## config.mk

```make
export PLATFORM = sky130hd
export DESIGN_NAME = dram_arbiter_flat
export DESIGN_NICKNAME = d
export VERILOG_FILES = /design/src/rtl/lenet_pkg.sv /design/src/rtl/dram_arbiter_if.sv /design/src/rtl/rr_arb2.sv /design/src/rtl/dram_arbiter.sv /design/src/flat_wrapper.sv
export SDC_FILE = /design/constraint.sdc
export NUM_CORES = 1
export LEC_CHECK = 0
export BUFFER_PORTS_ARGS = -buffer_cell sky130_fd_sc_hd__buf_2
export CAP_MARGIN = 20
export CORE_AREA = 2 2 112 114
export DETAILED_ROUTE_END_ITERATION = 16
export DIE_AREA = 0 0 114 116
export PLACE_DENSITY = 0.68
export SYNTH_ARGS = -nofsm -noshare
export SYNTH_HDL_FRONTEND = slang
export SYNTH_SLANG_ARGS = --single-unit
```

## constraint.sdc

```tcl
create_clock -name clk -period 2.4 [get_ports clk]
set_clock_uncertainty 0.2 [all_clocks]
set_input_delay 0.48 -clock clk [delete_from_list [all_inputs] [get_ports clk]]
set_output_delay 0.48 -clock clk [all_outputs]
set_load 0.005 [all_outputs]
```

## src/rtl/lenet_pkg.sv

```systemverilog
// Shared constants for the lenet memory subsystem.
// Holds client IDs for the DRAM arbiter channels, the number of clients per channel
// and the default DRAM word/address widths.
package lenet_pkg;

    localparam int unsigned NUM_CLIENTS = 2;

    // Read channel clients
    localparam int unsigned RD_WEIGHT = 0;  // weight/bias fetch
    localparam int unsigned RD_FMAP   = 1;  // feature-map fetch

    // Write channel clients
    localparam int unsigned WR_CONV = 0;    // conv/relu output
    localparam int unsigned WR_POOL = 1;    // pool output

    localparam int unsigned DEFAULT_DATA_WIDTH = 32;
    localparam int unsigned DEFAULT_ADDR_WIDTH = 18;

endpackage

```

## src/rtl/dram_arbiter_if.sv

```systemverilog
// Client-side and DRAM-side signal bundle of the DRAM arbiter.
// slave  : arbiter view (takes client requests and DRAM read data, drives grants and DRAM commands)
// master : environment view (clients plus DRAM model)
// Client i fields of packed vectors live at [i*WIDTH +: WIDTH].
interface dram_arbiter_if
    import lenet_pkg::*;
#(
    parameter int unsigned DATA_WIDTH = DEFAULT_DATA_WIDTH,
    parameter int unsigned ADDR_WIDTH = DEFAULT_ADDR_WIDTH
);

    logic [NUM_CLIENTS-1:0]            rd_req;
    logic [NUM_CLIENTS*ADDR_WIDTH-1:0] rd_addr;
    logic [NUM_CLIENTS-1:0]            rd_gnt;
    logic [NUM_CLIENTS-1:0]            rd_valid;
    logic [DATA_WIDTH-1:0]             rd_data;

    logic [NUM_CLIENTS-1:0]            wr_req;
    logic [NUM_CLIENTS*ADDR_WIDTH-1:0] wr_addr;
    logic [NUM_CLIENTS*DATA_WIDTH-1:0] wr_data;
    logic [NUM_CLIENTS-1:0]            wr_gnt;

    logic                              dram_en_rd;
    logic [ADDR_WIDTH-1:0]             dram_addr_rd;
    logic                              dram_valid;
    logic [DATA_WIDTH-1:0]             dram_data_rd;
    logic                              dram_en_wr;
    logic [ADDR_WIDTH-1:0]             dram_addr_wr;
    logic [DATA_WIDTH-1:0]             dram_data_wr;

    logic                              busy;
    logic                              err;

    modport slave (
        input  rd_req, rd_addr, wr_req, wr_addr, wr_data, dram_valid, dram_data_rd,
        output rd_gnt, rd_valid, rd_data, wr_gnt, dram_en_rd, dram_addr_rd,
               dram_en_wr, dram_addr_wr, dram_data_wr, busy, err
    );

    modport master (
        output rd_req, rd_addr, wr_req, wr_addr, wr_data, dram_valid, dram_data_rd,
        input  rd_gnt, rd_valid, rd_data, wr_gnt, dram_en_rd, dram_addr_rd,
               dram_en_wr, dram_addr_wr, dram_data_wr, busy, err
    );

endinterface

```

## src/rtl/rr_arb2.sv

```systemverilog
// Two-input round-robin arbiter with a last-granted register.
// Ports: clk, srstn (async active-low), en (allow a grant this cycle),
//        req[1:0] (requests), gnt[1:0] (one-hot combinational grant).
// On a tie the client that was not granted last wins; reset points last at client 1
// so client 0 wins the first tie.
module rr_arb2 (
    input  logic       clk,
    input  logic       srstn,
    input  logic       en,
    input  logic [1:0] req,
    output logic [1:0] gnt
);

    logic last_q, last_d;

    always_comb begin
        gnt = 2'b00;
        if (en) begin
            case (req)
                2'b01:   gnt = 2'b01;
                2'b10:   gnt = 2'b10;
                2'b11:   gnt = last_q ? 2'b01 : 2'b10;
                default: gnt = 2'b00;
            endcase
        end

        last_d = last_q;
        if (gnt[0]) begin
            last_d = 1'b0;
        end else if (gnt[1]) begin
            last_d = 1'b1;
        end
    end

    always_ff @(posedge clk or negedge srstn) begin
        if (!srstn) begin
            last_q <= 1'b1;
        end else begin
            last_q <= last_d;
        end
    end

endmodule

```

## src/rtl/dram_arbiter.sv

```systemverilog
// Shares one DRAM port pair between two read clients and two write clients.
// Ports: clk, srstn (async active-low), bus (dram_arbiter_if.slave) carrying client
// requests/grants, read responses and registered DRAM read/write commands, plus
// busy and sticky err.
// Each channel has its own round-robin arbiter. Read grants push the client ID into an
// in-order FIFO; each dram_valid pops the head and steers the pass-through data to it.
module dram_arbiter
    import lenet_pkg::*;
#(
    parameter int unsigned DATA_WIDTH      = DEFAULT_DATA_WIDTH,
    parameter int unsigned ADDR_WIDTH      = DEFAULT_ADDR_WIDTH,
    parameter int unsigned MAX_OUTSTANDING = 4  // power of 2, >= 2
) (
    input  logic          clk,
    input  logic          srstn,
    dram_arbiter_if.slave bus
);

    localparam int unsigned PTR_W = $clog2(MAX_OUTSTANDING);
    localparam int unsigned CNT_W = PTR_W + 1;
    localparam logic [CNT_W-1:0] CNT_MAX = CNT_W'(MAX_OUTSTANDING);

    logic [1:0]            rd_gnt, wr_gnt;
    logic                  rd_eligible, push, pop, head_id;
    logic [ADDR_WIDTH-1:0] rd_sel_addr, wr_sel_addr;
    logic [DATA_WIDTH-1:0] wr_sel_data;

    logic [PTR_W-1:0]      wr_ptr_q, rd_ptr_q;
    logic [CNT_W-1:0]      count_q, count_d;
    logic                  id_mem_q [MAX_OUTSTANDING];
    logic                  err_q;
    logic                  en_rd_q, en_wr_q;
    logic [ADDR_WIDTH-1:0] addr_rd_q, addr_wr_q;
    logic [DATA_WIDTH-1:0] data_wr_q;

    // A full FIFO still accepts a grant when a response pops in the same cycle.
    assign rd_eligible = (count_q < CNT_MAX) || bus.dram_valid;

    rr_arb2 u_rd_arb (
        .clk   (clk),
        .srstn (srstn),
        .en    (rd_eligible),
        .req   (bus.rd_req),
        .gnt   (rd_gnt)
    );

    rr_arb2 u_wr_arb (
        .clk   (clk),
        .srstn (srstn),
        .en    (1'b1),
        .req   (bus.wr_req),
        .gnt   (wr_gnt)
    );

    assign rd_sel_addr = rd_gnt[RD_FMAP] ? bus.rd_addr[RD_FMAP*ADDR_WIDTH +: ADDR_WIDTH]
                                         : bus.rd_addr[RD_WEIGHT*ADDR_WIDTH +: ADDR_WIDTH];
    assign wr_sel_addr = wr_gnt[WR_POOL] ? bus.wr_addr[WR_POOL*ADDR_WIDTH +: ADDR_WIDTH]
                                         : bus.wr_addr[WR_CONV*ADDR_WIDTH +: ADDR_WIDTH];
    assign wr_sel_data = wr_gnt[WR_POOL] ? bus.wr_data[WR_POOL*DATA_WIDTH +: DATA_WIDTH]
                                         : bus.wr_data[WR_CONV*DATA_WIDTH +: DATA_WIDTH];

    // ID FIFO control
    assign push    = |rd_gnt;
    assign pop     = bus.dram_valid && (count_q != '0);
    assign head_id = id_mem_q[rd_ptr_q];

    always_comb begin
        count_d = count_q;
        case ({push, pop})
            2'b10:   count_d = count_q + 1'b1;
            2'b01:   count_d = count_q - 1'b1;
            default: count_d = count_q;
        endcase
    end

    always_comb begin
        bus.rd_valid = '0;
        if (pop) begin
            bus.rd_valid[head_id] = 1'b1;
        end
    end

    assign bus.rd_data      = bus.dram_data_rd;
    assign bus.rd_gnt       = rd_gnt;
    assign bus.wr_gnt       = wr_gnt;
    assign bus.dram_en_rd   = en_rd_q;
    assign bus.dram_addr_rd = addr_rd_q;
    assign bus.dram_en_wr   = en_wr_q;
    assign bus.dram_addr_wr = addr_wr_q;
    assign bus.dram_data_wr = data_wr_q;
    assign bus.busy         = (count_q != '0) || en_rd_q || en_wr_q;
    assign bus.err          = err_q;

    // Storage needs no reset: entries are only read while count_q says they are valid.
    always_ff @(posedge clk) begin
        if (push) begin
            id_mem_q[wr_ptr_q] <= rd_gnt[RD_FMAP];
        end
    end

    always_ff @(posedge clk or negedge srstn) begin
        if (!srstn) begin
            wr_ptr_q  <= '0;
            rd_ptr_q  <= '0;
            count_q   <= '0;
            err_q     <= 1'b0;
            en_rd_q   <= 1'b0;
            addr_rd_q <= '0;
            en_wr_q   <= 1'b0;
            addr_wr_q <= '0;
            data_wr_q <= '0;
        end else begin
            count_q <= count_d;
            en_rd_q <= push;
            en_wr_q <= |wr_gnt;
            if (push) begin
                wr_ptr_q  <= wr_ptr_q + 1'b1;
                addr_rd_q <= rd_sel_addr;
            end
            if (pop) begin
                rd_ptr_q <= rd_ptr_q + 1'b1;
            end
            if (bus.dram_valid && (count_q == '0)) begin
                err_q <= 1'b1;
            end
            if (|wr_gnt) begin
                addr_wr_q <= wr_sel_addr;
                data_wr_q <= wr_sel_data;
            end
        end
    end

endmodule

```

## src/flat_wrapper.sv

```systemverilog
// flat-port wrapper written by rule: the top's interface ports become plain ports
module dram_arbiter_flat import lenet_pkg::*;
#(
    parameter int unsigned DATA_WIDTH      = DEFAULT_DATA_WIDTH,
    parameter int unsigned ADDR_WIDTH      = DEFAULT_ADDR_WIDTH,
    parameter int unsigned MAX_OUTSTANDING = 4                     
)
  (clk, srstn, bus_rd_req, bus_rd_addr, bus_wr_req, bus_wr_addr, bus_wr_data, bus_dram_valid, bus_dram_data_rd, bus_rd_gnt, bus_rd_valid, bus_rd_data, bus_wr_gnt, bus_dram_en_rd, bus_dram_addr_rd, bus_dram_en_wr, bus_dram_addr_wr, bus_dram_data_wr, bus_busy, bus_err);
  dram_arbiter_if #(.DATA_WIDTH(DATA_WIDTH), .ADDR_WIDTH(ADDR_WIDTH)) bus_i ();
  input  logic clk;
  input  logic srstn;
  input wire logic [$bits(bus_i.rd_req)-1:0] bus_rd_req;
  input wire logic [$bits(bus_i.rd_addr)-1:0] bus_rd_addr;
  input wire logic [$bits(bus_i.wr_req)-1:0] bus_wr_req;
  input wire logic [$bits(bus_i.wr_addr)-1:0] bus_wr_addr;
  input wire logic [$bits(bus_i.wr_data)-1:0] bus_wr_data;
  input wire logic [$bits(bus_i.dram_valid)-1:0] bus_dram_valid;
  input wire logic [$bits(bus_i.dram_data_rd)-1:0] bus_dram_data_rd;
  output wire logic [$bits(bus_i.rd_gnt)-1:0] bus_rd_gnt;
  output wire logic [$bits(bus_i.rd_valid)-1:0] bus_rd_valid;
  output wire logic [$bits(bus_i.rd_data)-1:0] bus_rd_data;
  output wire logic [$bits(bus_i.wr_gnt)-1:0] bus_wr_gnt;
  output wire logic [$bits(bus_i.dram_en_rd)-1:0] bus_dram_en_rd;
  output wire logic [$bits(bus_i.dram_addr_rd)-1:0] bus_dram_addr_rd;
  output wire logic [$bits(bus_i.dram_en_wr)-1:0] bus_dram_en_wr;
  output wire logic [$bits(bus_i.dram_addr_wr)-1:0] bus_dram_addr_wr;
  output wire logic [$bits(bus_i.dram_data_wr)-1:0] bus_dram_data_wr;
  output wire logic [$bits(bus_i.busy)-1:0] bus_busy;
  output wire logic [$bits(bus_i.err)-1:0] bus_err;
  assign bus_i.rd_req = bus_rd_req;
  assign bus_i.rd_addr = bus_rd_addr;
  assign bus_i.wr_req = bus_wr_req;
  assign bus_i.wr_addr = bus_wr_addr;
  assign bus_i.wr_data = bus_wr_data;
  assign bus_i.dram_valid = bus_dram_valid;
  assign bus_i.dram_data_rd = bus_dram_data_rd;
  assign bus_rd_gnt = bus_i.rd_gnt;
  assign bus_rd_valid = bus_i.rd_valid;
  assign bus_rd_data = bus_i.rd_data;
  assign bus_wr_gnt = bus_i.wr_gnt;
  assign bus_dram_en_rd = bus_i.dram_en_rd;
  assign bus_dram_addr_rd = bus_i.dram_addr_rd;
  assign bus_dram_en_wr = bus_i.dram_en_wr;
  assign bus_dram_addr_wr = bus_i.dram_addr_wr;
  assign bus_dram_data_wr = bus_i.dram_data_wr;
  assign bus_busy = bus_i.busy;
  assign bus_err = bus_i.err;
  dram_arbiter #(.DATA_WIDTH(DATA_WIDTH), .ADDR_WIDTH(ADDR_WIDTH), .MAX_OUTSTANDING(MAX_OUTSTANDING)) u_core (.clk(clk), .srstn(srstn), .bus(bus_i));
endmodule
```

Word-level counts from Yosys, hierarchy flattened --
Memories as Yosys holds them, arrays and structs flattened. Cells that the tools add are included.
Storage, ports and cells: register bits 80, memory bits (writable) 4, input bits 175, logic and storage cells 58, memories 1
Memories:
- u_core.id_mem_q | words 4, bits a word 1, read ports 1, clocked after memory_dff 0, wr ports 1, RTL line dram_arbiter.sv:30 | logic id_mem_q [MAX_OUTSTANDING];
Cells by class: $add $sub $neg 4, order comparisons 3, equal/unequal tests 8, multiplexer cells 18, reduce and logical (&&, ||, !) cells 13
Operators by type and width (number):
- 18-bit two-way mux | 2
- 32-bit two-way mux | 1
- 2-bit one-hot mux with 3 select lines | 2
- 2-bit == test, second input constant | 5
- 2-bit two-way mux | 4
- 1-bit two-way mux | 7
- 2-bit by 1-bit == test with 1-bit output, second input constant | 3
- 3-bit one-hot mux with 2 select lines | 1
- 2-bit nonzero test | 3
- 2-bit by 1-bit adder with 2-bit output, second input constant | 2
- 2-bit OR reduction | 2
- 3-bit by 1-bit adder with 3-bit output, second input constant | 1
- 1-bit logical AND | 3
- 3-bit zero test | 1
- 1-bit logical OR | 3
- 3-bit < comparator, second input constant | 1
- 3-bit nonzero test | 1
- 3-bit by 1-bit subtractor with 3-bit output, second input constant | 1
- 1-bit by 2-bit < comparator with 1-bit output, second input constant | 1
- 1-bit demux with 1-bit select | 1
- 1-bit >= comparator, second input constant | 1

Depth between registers and ports, before layout --
Gate-level depths: netlist of the first run.
depth in word-level cells 6, depth in mapped cells 8, gate-level depth less buffers 8

By module --
A second synthesis of the first run with hierarchy kept.
Second synthesis, totals: cell total of the unflattened synthesis 393, area total of the unflattened synthesis 4125.2 sq um
By module, submodules not included:
- dram_arbiter | times used 1, cells an instance 377, area each 4000.1 sq um
- rr_arb2 | times used 2, cells an instance 8, area each 62.6 sq um

Worst setup path after synthesis of the first run --
No wires, ideal clock.
kind input to register, start input bus_dram_valid, end register u_core.count_q[2], data arrival time 1.726 ns, required time 2.121 ns, slack 0.394 ns, stages 8, buffers on the path 0, cells stage by stage nand2b_2 o21ai_2 ha_1 inv_1 fa_1 xor2_1 nor2_1 xor2_1
Between the ends: cells in the longest elaborated chain, start to end 5
Ends and longest elaborated chain:
- from (decl) | RTL line flat_wrapper.sv:17 | input wire logic [$bits(bus_i.dram_valid)-1:0] bus_dram_valid;
- 1-bit logical OR | RTL line dram_arbiter.sv:37 | assign rd_eligible = (count_q < CNT_MAX) || bus.dram_valid;
- 2-bit two-way mux | RTL line rr_arb2.sv:18 | if (en) begin
- 2-bit OR reduction | RTL line dram_arbiter.sv:63 | assign push = |rd_gnt;
- 2-bit by 1-bit == test with 1-bit output / 2-bit == test (equally long branches) | RTL line dram_arbiter.sv:69 | case ({push, pop})
- 3-bit one-hot mux with 2 select lines / 2-bit nonzero test (equally long branches)
- to (signal assigned) | RTL line dram_arbiter.sv:113 | count_q <= count_d;
- to (decl) | RTL line dram_arbiter.sv:29 | logic [CNT_W-1:0] count_q, count_d;
Parallel ways exist; a longest one is shown, timed or not. A chain may end at the register's enable or synchronous reset.

Worst setup path in the final report of the first run --
start register u_core.count_q[0], end output bus_busy
Between the ends: cells in the longest elaborated chain, start to end 3
Ends and longest elaborated chain:
- 3-bit nonzero test | RTL line dram_arbiter.sv:91 | assign bus.busy = (count_q != '0) || en_rd_q || en_wr_q;
- 1-bit logical OR (2 in series) | RTL line dram_arbiter.sv:91
- to (decl) | RTL line flat_wrapper.sv:28 | output wire logic [$bits(bus_i.busy)-1:0] bus_busy;
No other way between the ends.

==> results.py, run 1 <==
metrics = {
    "outcome": {
        "run_status": "finished, final reports clean",
    },
    "cells_and_area": {
        "fin_util": 0.461,
        "diodes": 0,
        "synthToLayoutAreaGrowth_pct": 32.4,
        "fin_area_mm2": 0.00550,
        "final_layout_size_suffix_gt1_frac": 0.459,
        "nNetsFinal": 732,
    },
    "worst_setup_path": {
        "worst_ep_required_time_ps": 1720,
        "reg2reg_setup_slack_ps": 420,
        "timing_worst_setup_path_type": "reg -> out",
        "timing.critical_path.to": "bus_busy",
        "ff2ff_path_depth": 7,
        "critical_path.startpoint_type": "register",
        "critical_path.startpoint": "u_core.count_q[0]",
        "endpoint_kind": "output pin",
        "critical_path_arrival_ps": 1600,
        "reg2reg_from": "u_core.count_q[2]",
        "regToRegEndpoint": "u_core.count_q[2]",
        "critical_path.max_fanout": 4,
    },
    "grt": {
        "global_route.overflow_total": 0,
        "track_usage": 0.180,
        "grt_pass1_vias": 3762,
        "maximum_number_of_pins_on_one_net_before_global_route_repair": 52,
        "grt_first_pass_wirelength_um": 18400,
        "antenna_violations_before_repair": 1,
    },
    "placed_design": {
        "place_worst_setup_slack_ps": 177,
        "placedInstanceArea_mm2": 0.00522,
        "place_hpwl_um": 8870,
        "place_congestion": 0.806,
        "portBuffers": 220,
    },
    "die": {
        "starting_density": 0.348,
        "pin_count": 285,
        "fp.dieArea_mm2": 0.0132,
        "core_mm2": 0.0119,
        "rows": 40,
        "die-width_um": 114,
        "die-height_um": 116,
    },
    "clock_network": {
        "clock_sinks": 84,
        "worst_skew_pair.late_latency_ps": 340,
        "clk_path_buf_depth": 2,
        "tritoncts": "built",
        "post_cts_resize_count": 0,
        "clock-root-buffer": "clkbuf_16",
        "cts_max_level": 3,
        "numCtsBuffers": 9,
        "path_clk_slew_ps": 60,
    },
    "timing": {
        "final-hold-violation-count": 0,
        "post-route-period-util": 0.949,
        "timing.final.ws_setup_ps": 123,
        "rsz0062_at_grt": "no",
        "final_worst_path_period_need_ps": 2280,
        "max_clock_freq_mhz": 439,
        "pin_slew_with_the_least_headroom_to_its_limit_ps": 1080,
        "drv_slew": 0,
        "finalSetupTns_ps": 0,
        "final_setup_violating_endpoints": 0,
        "max-slew-margin-rel": 0.282,
    },
    "pwr": {
        "switchingPower_mw": 1.41,
        "power_leakage_nw": 2.99,
        "power.total_mw": 4.54,
        "cell_internal_pwr_mw": 3.13,
        "power.sequential.fraction": 0.445,
        "power.share.clock": 0.271,
        "power.combinational.fraction": 0.284,
        "cellPowerDensity_mw_per_mm2": 825,
        "max-vdd-ir-drop_v": 0.000429,
        "power.share.switching": 0.311,
    },
    "drt": {
        "detailedRoute.firstPassIterationCount": 4,
        "antenna_violating_nets_left": 0,
        "route.vias.total": 3635,
        "post_drt_via_cell_ratio": 5.17,
        "route.final.wire_length_um": 11800,
        "wl_per_cell_um": 16.8,
        "drc_errors": 0,
        "drtIter0Drc": 142,
    },
    "synthesis": {
        "synth.avg_cell_area_um2": 11.4,
        "mappedNetlistArea_mm2": 0.00415,
        "seq_area_frac_synth": 0.512,
        "post_synth_num_cell_types": 36,
        "synthesis_stage_register_bit_count": 84,
        "netlist_instances": 365,
        "asyncSetResetFlopFracSynth": 0.952,
        "synth_nets": 546,
        "count_of_synthesis_stage_warnings_from_yosys": 0,
        "synth_edf_count": 4,
        "ys.flop_type": "dfrtp_1",
    },
    "worst_hold_path": {
        "min-delay-path-class": "in -> reg",
    },
    "job": {
        "maxCapViolations": 0,
    },
}
[what timing repair did]
action                                 CTS  global route
endpoints found under the hold margin   33             0
setup buffers                            0             0
hold buffers                             1             0
[power by group through the flow]
stage               Sequential, mW  Clock, mW  Combinational [mW]
detailed placement            2.03          0                1.32
finish                        2.02       1.23                1.29
CTS                           2.02       1.28                1.32
global placement              2.03          0                1.27
floorplan                     1.98          0               0.774
global route                  2.06       1.33                1.45
[kinds of logic after synthesis]
kind of cell / after synthesis / synth area share
adder cells (fa/ha/maj): 6 / 0.0199
XOR/XNOR: 6 / 0.0127
flip-flops: 84 / 0.512
multiplexers: 4 / 0.0130
AO/OA/AOI/OAI: 161 / 0.304
AND/OR/NAND/NOR: 17 / 0.0247
buffers and inverters: 87 / 0.114
[per-layer routing]
layer / routed length [um] / part of all wire / GRT usage
met5: 13 / 0.0011 / 0
met4: 161 / 0.014 / 0.0593
met3: 914 / 0.077 / 0.0581
met2: 6110 / 0.52 / 0.335
met1: 4630 / 0.39 / 0.193
[flip-flops by register name (all words and copies together), names as in the netlist, 2 cells and up]
register	count
u_core.rd_ptr_q	2
u_core.bus.dram_addr_rd	18
u_core.wr_ptr_q	2
u_core.count_q	3
u_core.bus.dram_addr_wr	18
u_core.id_mem_q	4
u_core.bus.dram_data_wr	32
[per-stage QoR]
step / hold slack, ps / std cells
floorplan: -15.6 / 365
global placement: 259 / 686
detailed placement: 266 / 686
CTS: 120 / 703
global route: 129 / 703
finish: 138 / 703
[synthesized netlist by cell type, types with 3 or more instances]
| master | n | area share |
|---|---|---|
| buf_4 | 32 | 0.058 |
| buf_2 | 19 | 0.023 |
| a21o_1 | 50 | 0.090 |
| xor2_1 | 3 | 0.0063 |
| inv_1 | 28 | 0.025 |
| clkbuf_1 | 6 | 0.0054 |
| o21ai_0 | 18 | 0.022 |
| xnor2_1 | 3 | 0.0063 |
| and2_1 | 5 | 0.0075 |
| o2111ai_1 | 18 | 0.038 |
| ha_1 | 5 | 0.015 |
| a22o_1 | 50 | 0.11 |
| o211ai_1 | 18 | 0.033 |
| edfxtp_1 | 4 | 0.029 |
| dfrtp_1 | 78 | 0.47 |
[how the worst min path moves through the flow]
stage | start | slack, ps | endpoint | cells past startpoint
2_1_floorplan | srstn | -20 | u_core.bus.dram_addr_rd[0] | 0
3_3_place_gp | srstn | 260 | u_core.bus.dram_addr_rd[13] | 1
3_5_place_dp | srstn | 270 | u_core.bus.dram_addr_rd[13] | 1
4_1_cts | bus_wr_data[8] | 120 | u_core.bus.dram_data_wr[8] | 2
5_1_grt | bus_wr_data[9] | 130 | u_core.bus.dram_data_wr[9] | 2
6_report | bus_wr_data[8] | 140 | u_core.bus.dram_data_wr[8] | 2
[critical path: stages, from the launching register on]
cell and delay (ps):
dfrtp_1 420, or3_1 390, or3_1 320, buf_2 130
[cells in the final DEF, fill, tap and decap left out, types with 2 or more instances in the layout]
| cell type | count |
|---|---|
| dfrtp_1 | 78 |
| ha_1 | 5 |
| xor2_1 | 3 |
| xnor2_1 | 3 |
| clkinv_1 | 2 |
| o2111ai_1 | 18 |
| buf_12 | 4 |
| a22o_1 | 50 |
| o21ai_0 | 18 |
| edfxtp_1 | 4 |
| buf_4 | 9 |
| or3_1 | 2 |
| nor2_1 | 2 |
| nor2_4 | 2 |
| clkbuf_1 | 2 |
| buf_2 | 219 |
| o211ai_1 | 18 |
| nand2_1 | 2 |
| mux2i_1 | 2 |
| and2_1 | 5 |
| dfstp_2 | 2 |
| inv_1 | 28 |
| a21o_1 | 50 |
| nor2b_1 | 2 |
| clkbuf_16 | 9 |
[final cells by class]
class / instances / area [um2]
Multi-Input combinational cell: 194 / 1560
Clock inverter: 5 / 28.8
Tap cell: 147 / 184
Sequential cell: 84 / 2120
Fill cell: 1129 / 6420
Inverter: 29 / 109
Timing Repair Buffer: 233 / 1250
Clock buffer: 11 / 233
No activity file was read; power rests on OpenSTA's default activity.
==> run 2, diff against run 1 <==
==> constraint.sdc (replaced) <==
create_clock -name clk -period 2.3 [get_ports clk]
set_clock_uncertainty 0.2 [all_clocks]
set_input_delay 0.46 -clock clk [delete_from_list [all_inputs] [get_ports clk]]
set_output_delay 0.46 -clock clk [all_outputs]
set_load 0.005 [all_outputs]
==> results.py, run 2 (synthesized netlist as in run 1, its figures left out) <==
metrics = {
    "outcome": {
        "run_status": "finished, final reports clean",
    },
    "grt": {
        "grt_pass1_vias": 3553,
        "track_usage": 0.172,
        "grt_first_pass_wirelength_um": 17700,
        "global_route.overflow_total": 0,
        "antenna_violations_before_repair": 1,
        "maximum_number_of_pins_on_one_net_before_global_route_repair": 51,
    },
    "timing": {
        "final-hold-violation-count": 0,
        "final_setup_violating_endpoints": 0,
        "finalSetupTns_ps": 0,
        "pin_slew_with_the_least_headroom_to_its_limit_ps": 999,
        "rsz0062_at_grt": "no",
        "max_clock_freq_mhz": 446,
        "post-route-period-util": 0.975,
        "final_worst_path_period_need_ps": 2240,
        "drv_slew": 0,
        "max-slew-margin-rel": 0.332,
    },
    "clock_network": {
        "tritoncts": "built",
        "path_clk_slew_ps": 60,
        "clock-root-buffer": "clkbuf_16",
        "cts_max_level": 3,
        "clock_sinks": 84,
        "numCtsBuffers": 9,
        "clk_path_buf_depth": 2,
        "worst_skew_pair.late_latency_ps": 330,
    },
    "cells_and_area": {
        "most_common_library_cell_in_the_layout_ignoring_fill_and_taps": "buf_2",
        "fin_util": 0.468,
        "synthToLayoutAreaGrowth_pct": 34.3,
        "nNetsFinal": 735,
        "final_layout_size_suffix_gt1_frac": 0.469,
        "diodes": 0,
        "largest_register_ffs": 32,
        "most-common-layout-cells": "buf_2 (219), dfrtp_1 (78), a22o_1 (50), a21o_1 (50), inv_1 (28)",
    },
    "drt": {
        "antenna_violating_nets_left": 0,
        "route.vias.total": 3660,
        "drc_errors": 0,
        "drtIter0Drc": 126,
        "route.final.wire_length_um": 11700,
        "wl_per_cell_um": 16.6,
        "post_drt_via_cell_ratio": 5.18,
        "detailedRoute.firstPassIterationCount": 4,
    },
    "placed_design": {
        "portBuffers": 220,
        "place_hpwl_um": 8980,
        "place_congestion": 0.806,
    },
    "job": {
        "maxCapViolations": 0,
    },
    "pwr": {
        "power.combinational.fraction": 0.279,
        "switchingPower_mw": 1.52,
        "max-vdd-ir-drop_v": 0.000450,
        "power.share.switching": 0.302,
        "power.share.clock": 0.309,
        "power_leakage_nw": 3.03,
        "power.sequential.fraction": 0.412,
        "cell_internal_pwr_mw": 3.52,
        "cellPowerDensity_mw_per_mm2": 904,
    },
    "die": {
        "core_mm2": 0.0119,
        "fp.dieArea_mm2": 0.0132,
        "rows": 40,
        "die-width_um": 114,
        "pin_count": 285,
        "starting_density": 0.348,
        "die-height_um": 116,
    },
    "worst_setup_path": {
        "critical-path-slowest-cell": "dfrtp_1",
        "timing_worst_setup_path_type": "reg -> out",
        "critical_path.max_fanout": 4,
        "critical_path_arrival_ps": 1580,
        "critical_path.startpoint_type": "register",
        "endpoint_kind": "output pin",
        "worst_ep_required_time_ps": 1640,
        "critical_path.max_stage_delay_ps": 420,
        "timing.critical_path.cells": "or3_4 > or3_1 > buf_2",
    },
    "worst_hold_path": {
        "min-delay-path-class": "in -> reg",
    },
}
[run 2: area by class of cell]
type | count | area [um2]
Clock buffer | 9 | 225
Clock inverter | 7 | 98.8
Fill cell | 1122 | 6340
Inverter | 29 | 109
Multi-Input combinational cell | 194 | 1570
Sequential cell | 84 | 2120
Tap cell | 147 | 184
Timing Repair Buffer | 236 | 1260
[run 2: metrics by stage]
stage               setup WS, ps  area, um2  std cells  power (mW)  hold slack, ps
CTS                         16.2       5570        706        5.09             111
floorplan                    314       4150        365        2.88           -35.6
global route                5.11       5570        706        5.35             117
finish                      58.3       5570        706        5.04             124
global placement             170       5230        689        3.46             248
detailed placement           113       5230        689        3.51             258
[run 2: power groups by stage]
stage,clock (mW),sequential (mW),combinational (mW)
final,1.56,2.07,1.40
after CTS,1.60,2.07,1.42
after floorplan,0,2.07,0.808
after detailed placement,0,2.09,1.42
after global placement,0,2.09,1.37
after global routing,1.67,2.11,1.56
[run 2: final timing paths]
path	from	endpoint	slack (ps)	cells after the start
worst min-delay path	bus_wr_addr[7]	u_core.bus.dram_addr_wr[7]	120	2
max in group asynchronous	srstn	u_core.u_rd_arb.last_q	820	3
worst max-delay path	u_core.count_q[0]	bus_busy	60	3
worst max register to register	u_core.count_q[2]	u_core.count_q[2]	270	7
worst min register to register	u_core.rd_ptr_q[1]	u_core.rd_ptr_q[1]	280	1
min in group asynchronous	srstn	u_core.wr_ptr_q[1]	430	2
[run 2: what timing repair did]
| action | CTS | global route |
|---|---|---|
| setup endpoints to repair | 0 | 1 |
| gates resized for setup | 0 | 1 |
| endpoints found under the hold margin | 35 | 0 |
| buffers inserted | 0 | 0 |
| hold buffers | 1 | 0 |
[run 2: critical path, delay by kind of cell, from the launching register on]
family | cells | cell delay (ps)
AND/OR/NAND/NOR | 2 | 700
buffers and inverters | 1 | 130
flip-flops | 1 | 420
[run 2: layer usage]
| layer | vias up | GRT usage | wire (um) |
|---|---|---|---|
| met5 | - | 0 | 16 |
| met4 | 2 | 0.0610 | 172 |
| met3 | 23 | 0.0445 | 885 |
| met2 | 183 | 0.312 | 5970 |
| met1 | 1758 | 0.197 | 4640 |
| li1 | 1694 | - | - |
==> run 3, diff against run 2 <==
--- a/config.mk
+++ b/config.mk
@@ -6,7 +6,7 @@
 export NUM_CORES = 1
 export LEC_CHECK = 0
 export BUFFER_PORTS_ARGS = -buffer_cell sky130_fd_sc_hd__buf_2
-export CAP_MARGIN = 20
+export CAP_MARGIN = 5
 export CORE_AREA = 2 2 112 114
 export DETAILED_ROUTE_END_ITERATION = 16
 export DIE_AREA = 0 0 114 116
==> constraint.sdc (replaced) <==
create_clock -name clk -period 2.1 [get_ports clk]
set_clock_uncertainty 0.2 [all_clocks]
set_input_delay 0.42 -clock clk [delete_from_list [all_inputs] [get_ports clk]]
set_output_delay 0.42 -clock clk [all_outputs]
set_load 0.005 [all_outputs]
==> results.py, run 3 (synthesized netlist as in run 1, its figures left out) <==
metrics = {
    "timing": {
        "max_clock_freq_mhz": 457,
        "timing.final.ws_setup_ps": -88.7,
        "pin_slew_with_the_least_headroom_to_its_limit_ps": 997,
        "post-route-period-util": 1.04,
        "final_setup_violating_endpoints": 4,
        "final-hold-violation-count": 0,
        "max-slew-margin-rel": 0.333,
        "rsz0062_at_grt": "yes",
        "final_worst_path_period_need_ps": 2190,
        "drv_slew": 0,
    },
    "die": {
        "fp.dieArea_mm2": 0.0132,
        "pin_count": 285,
        "die-width_um": 114,
        "die-height_um": 116,
        "starting_density": 0.348,
        "rows": 40,
        "core_mm2": 0.0119,
    },
    "grt": {
        "antenna_violations_before_repair": 0,
        "grt_busiest_layer": "met2",
        "track_usage": 0.186,
        "grt_pass1_vias": 3867,
        "grt_first_pass_wirelength_um": 19000,
        "global_route.overflow_total": 0,
        "grt.met1_usage": 0.208,
        "maximum_number_of_pins_on_one_net_before_global_route_repair": 52,
        "grt_util_met2": 0.330,
        "routing_usage_on_met3": 0.0575,
    },
    "pwr": {
        "cellPowerDensity_mw_per_mm2": 983,
        "max-vdd-ir-drop_v": 0.000495,
        "power.total_mw": 5.53,
        "power_leakage_nw": 3.05,
    },
    "worst_setup_path": {
        "regToRegEndpoint": "u_core.count_q[2]",
        "reg2reg_from": "u_core.count_q[0]",
        "critical_path_arrival_ps": 1570,
        "critical_path.max_fanout": 3,
        "critical_path.startpoint_type": "register",
        "worst_ep_required_time_ps": 1480,
        "timing_worst_setup_path_type": "reg -> out",
        "ff2ff_path_depth": 9,
        "timing.critical_path.cells": "or3_4 > or3_1 > buf_2",
        "reg2reg_setup_slack_ps": -30,
        "critical-path-slowest-cell": "dfrtp_1",
        "critical_path.max_stage_delay_ps": 410,
        "endpoint_kind": "output pin",
    },
    "drt": {
        "detailedRoute.firstPassIterationCount": 4,
        "drtIter0Drc": 138,
        "wl_per_cell_um": 17.1,
        "drc_errors": 0,
        "route.final.wire_length_um": 12200,
        "antenna_violating_nets_left": 0,
        "route.vias.total": 3687,
        "post_drt_via_cell_ratio": 5.18,
    },
    "cells_and_area": {
        "fin_area_mm2": 0.00562,
        "synthToLayoutAreaGrowth_pct": 35.5,
        "diodes": 0,
        "most-common-layout-cells": "buf_2 (218), dfrtp_1 (77), a22o_1 (50), a21o_1 (50), inv_1 (26)",
        "final_layout_size_suffix_gt1_frac": 0.485,
        "largest_register_ffs": 32,
        "fillCellCount": 1128,
        "multi_input_comb_area_mm2": 0.00158,
        "nNetsFinal": 741,
        "area_taken_by_flip_flops_and_latches_mm2": 0.00213,
        "most_common_library_cell_in_the_layout_ignoring_fill_and_taps": "buf_2",
    },
    "clock_network": {
        "numCtsBuffers": 9,
        "path_clk_slew_ps": 60,
        "clk_path_buf_depth": 2,
        "tritoncts": "built",
        "cts_max_level": 3,
        "clock-root-buffer": "clkbuf_16",
        "worst_skew_pair.late_latency_ps": 340,
        "clock_sinks": 84,
    },
    "outcome": {
        "run_status": "finished with violations",
        "violations_in_the_final_reports": "setup timing",
    },
    "worst_hold_path": {
        "min_delay_endpoint": "u_core.bus.dram_addr_wr[15]",
        "timing.hold.worst_path_depth": 2,
        "hold_start": "bus_wr_addr[15]",
        "min-delay-path-class": "in -> reg",
    },
    "placed_design": {
        "place_hpwl_um": 9070,
        "place_worst_setup_slack_ps": -37.3,
        "placedInstanceArea_mm2": 0.00524,
        "place_congestion": 0.795,
        "portBuffers": 220,
    },
    "job": {
        "maxCapViolations": 0,
    },
}
[run 3: cell count changes in the layout (fill, tap and decap cells not counted), moves of 2 or more]
cell	change
buf_6	+3
inv_2	+2
inv_1	-2
clkinv_2	+2
buf_4	+3
[run 3: final cells by class]
cell class / count / area share
flip-flops and latches: 84 / 0.378
clock buffers: 9 / 0.0401
well taps: 147 / 0.0327
repair buffers: 242 / 0.237
multi-input cells: 194 / 0.280
inverters: 29 / 0.0194
clock inverters: 7 / 0.0120
[run 3: what timing repair did]
| item | CTS | global route |
|---|---|---|
| gates cloned | 0 | 0 |
| hold buffers | 1 | 0 |
| setup buffers | 4 | 2 |
| pin swaps | 2 | 5 |
| endpoints found under the hold margin | 23 | 0 |
| endpoints found under the setup margin | 4 | 5 |
| resized for setup | 4 | 9 |
[run 3: power by group]
group / internal (mW) / total, mW / switching (mW) / leakage, nW
clock: 0.914 / 1.56 / 0.648 / 0.139
sequential: 2.02 / 2.25 / 0.224 / 0.987
combinational: 0.892 / 1.72 / 0.829 / 1.93
[run 3: how the worst max path moves through the flow]
stage	cells past startpoint	to	from	slack, ps
CTS	3	bus_busy	u_core.count_q[2]	-110
global placement	9	u_core.count_q[2]	bus_dram_valid	10
global route	3	bus_busy	u_core.count_q[0]	-140
detailed placement	5	u_core.bus.dram_addr_rd[8]	bus_rd_req[0]	-40
floorplan	8	u_core.count_q[2]	bus_dram_valid	150
finish	3	bus_busy	u_core.count_q[1]	-90
[run 3: metrics by stage]
step	std cells	TNS, ps	hold WS [ps]	util
5_1_grt	712	-498	72.2	0.472
3_3_place_gp	690	0	180	0.440
4_1_cts	710	-147	63.0	0.468
6_report	712	-249	79.4	0.472
2_1_floorplan	365	0	-75.6	-
3_5_place_dp	690	-309	177	0.440
[run 3: per-layer routing]
layer | wire length [um] | vias up
met4 | 291 | 0
met3 | 1020 | 27
met2 | 6040 | 193
met1 | 4800 | 1763
met5 | 0 | -
li1 | - | 1704
[run 3: critical path, delay by kind of cell (launching register included)]
kind | cells | cell delay, ps
AND/OR/NAND/NOR | 2 | 690
flip-flops | 1 | 410
buffers and inverters | 1 | 130
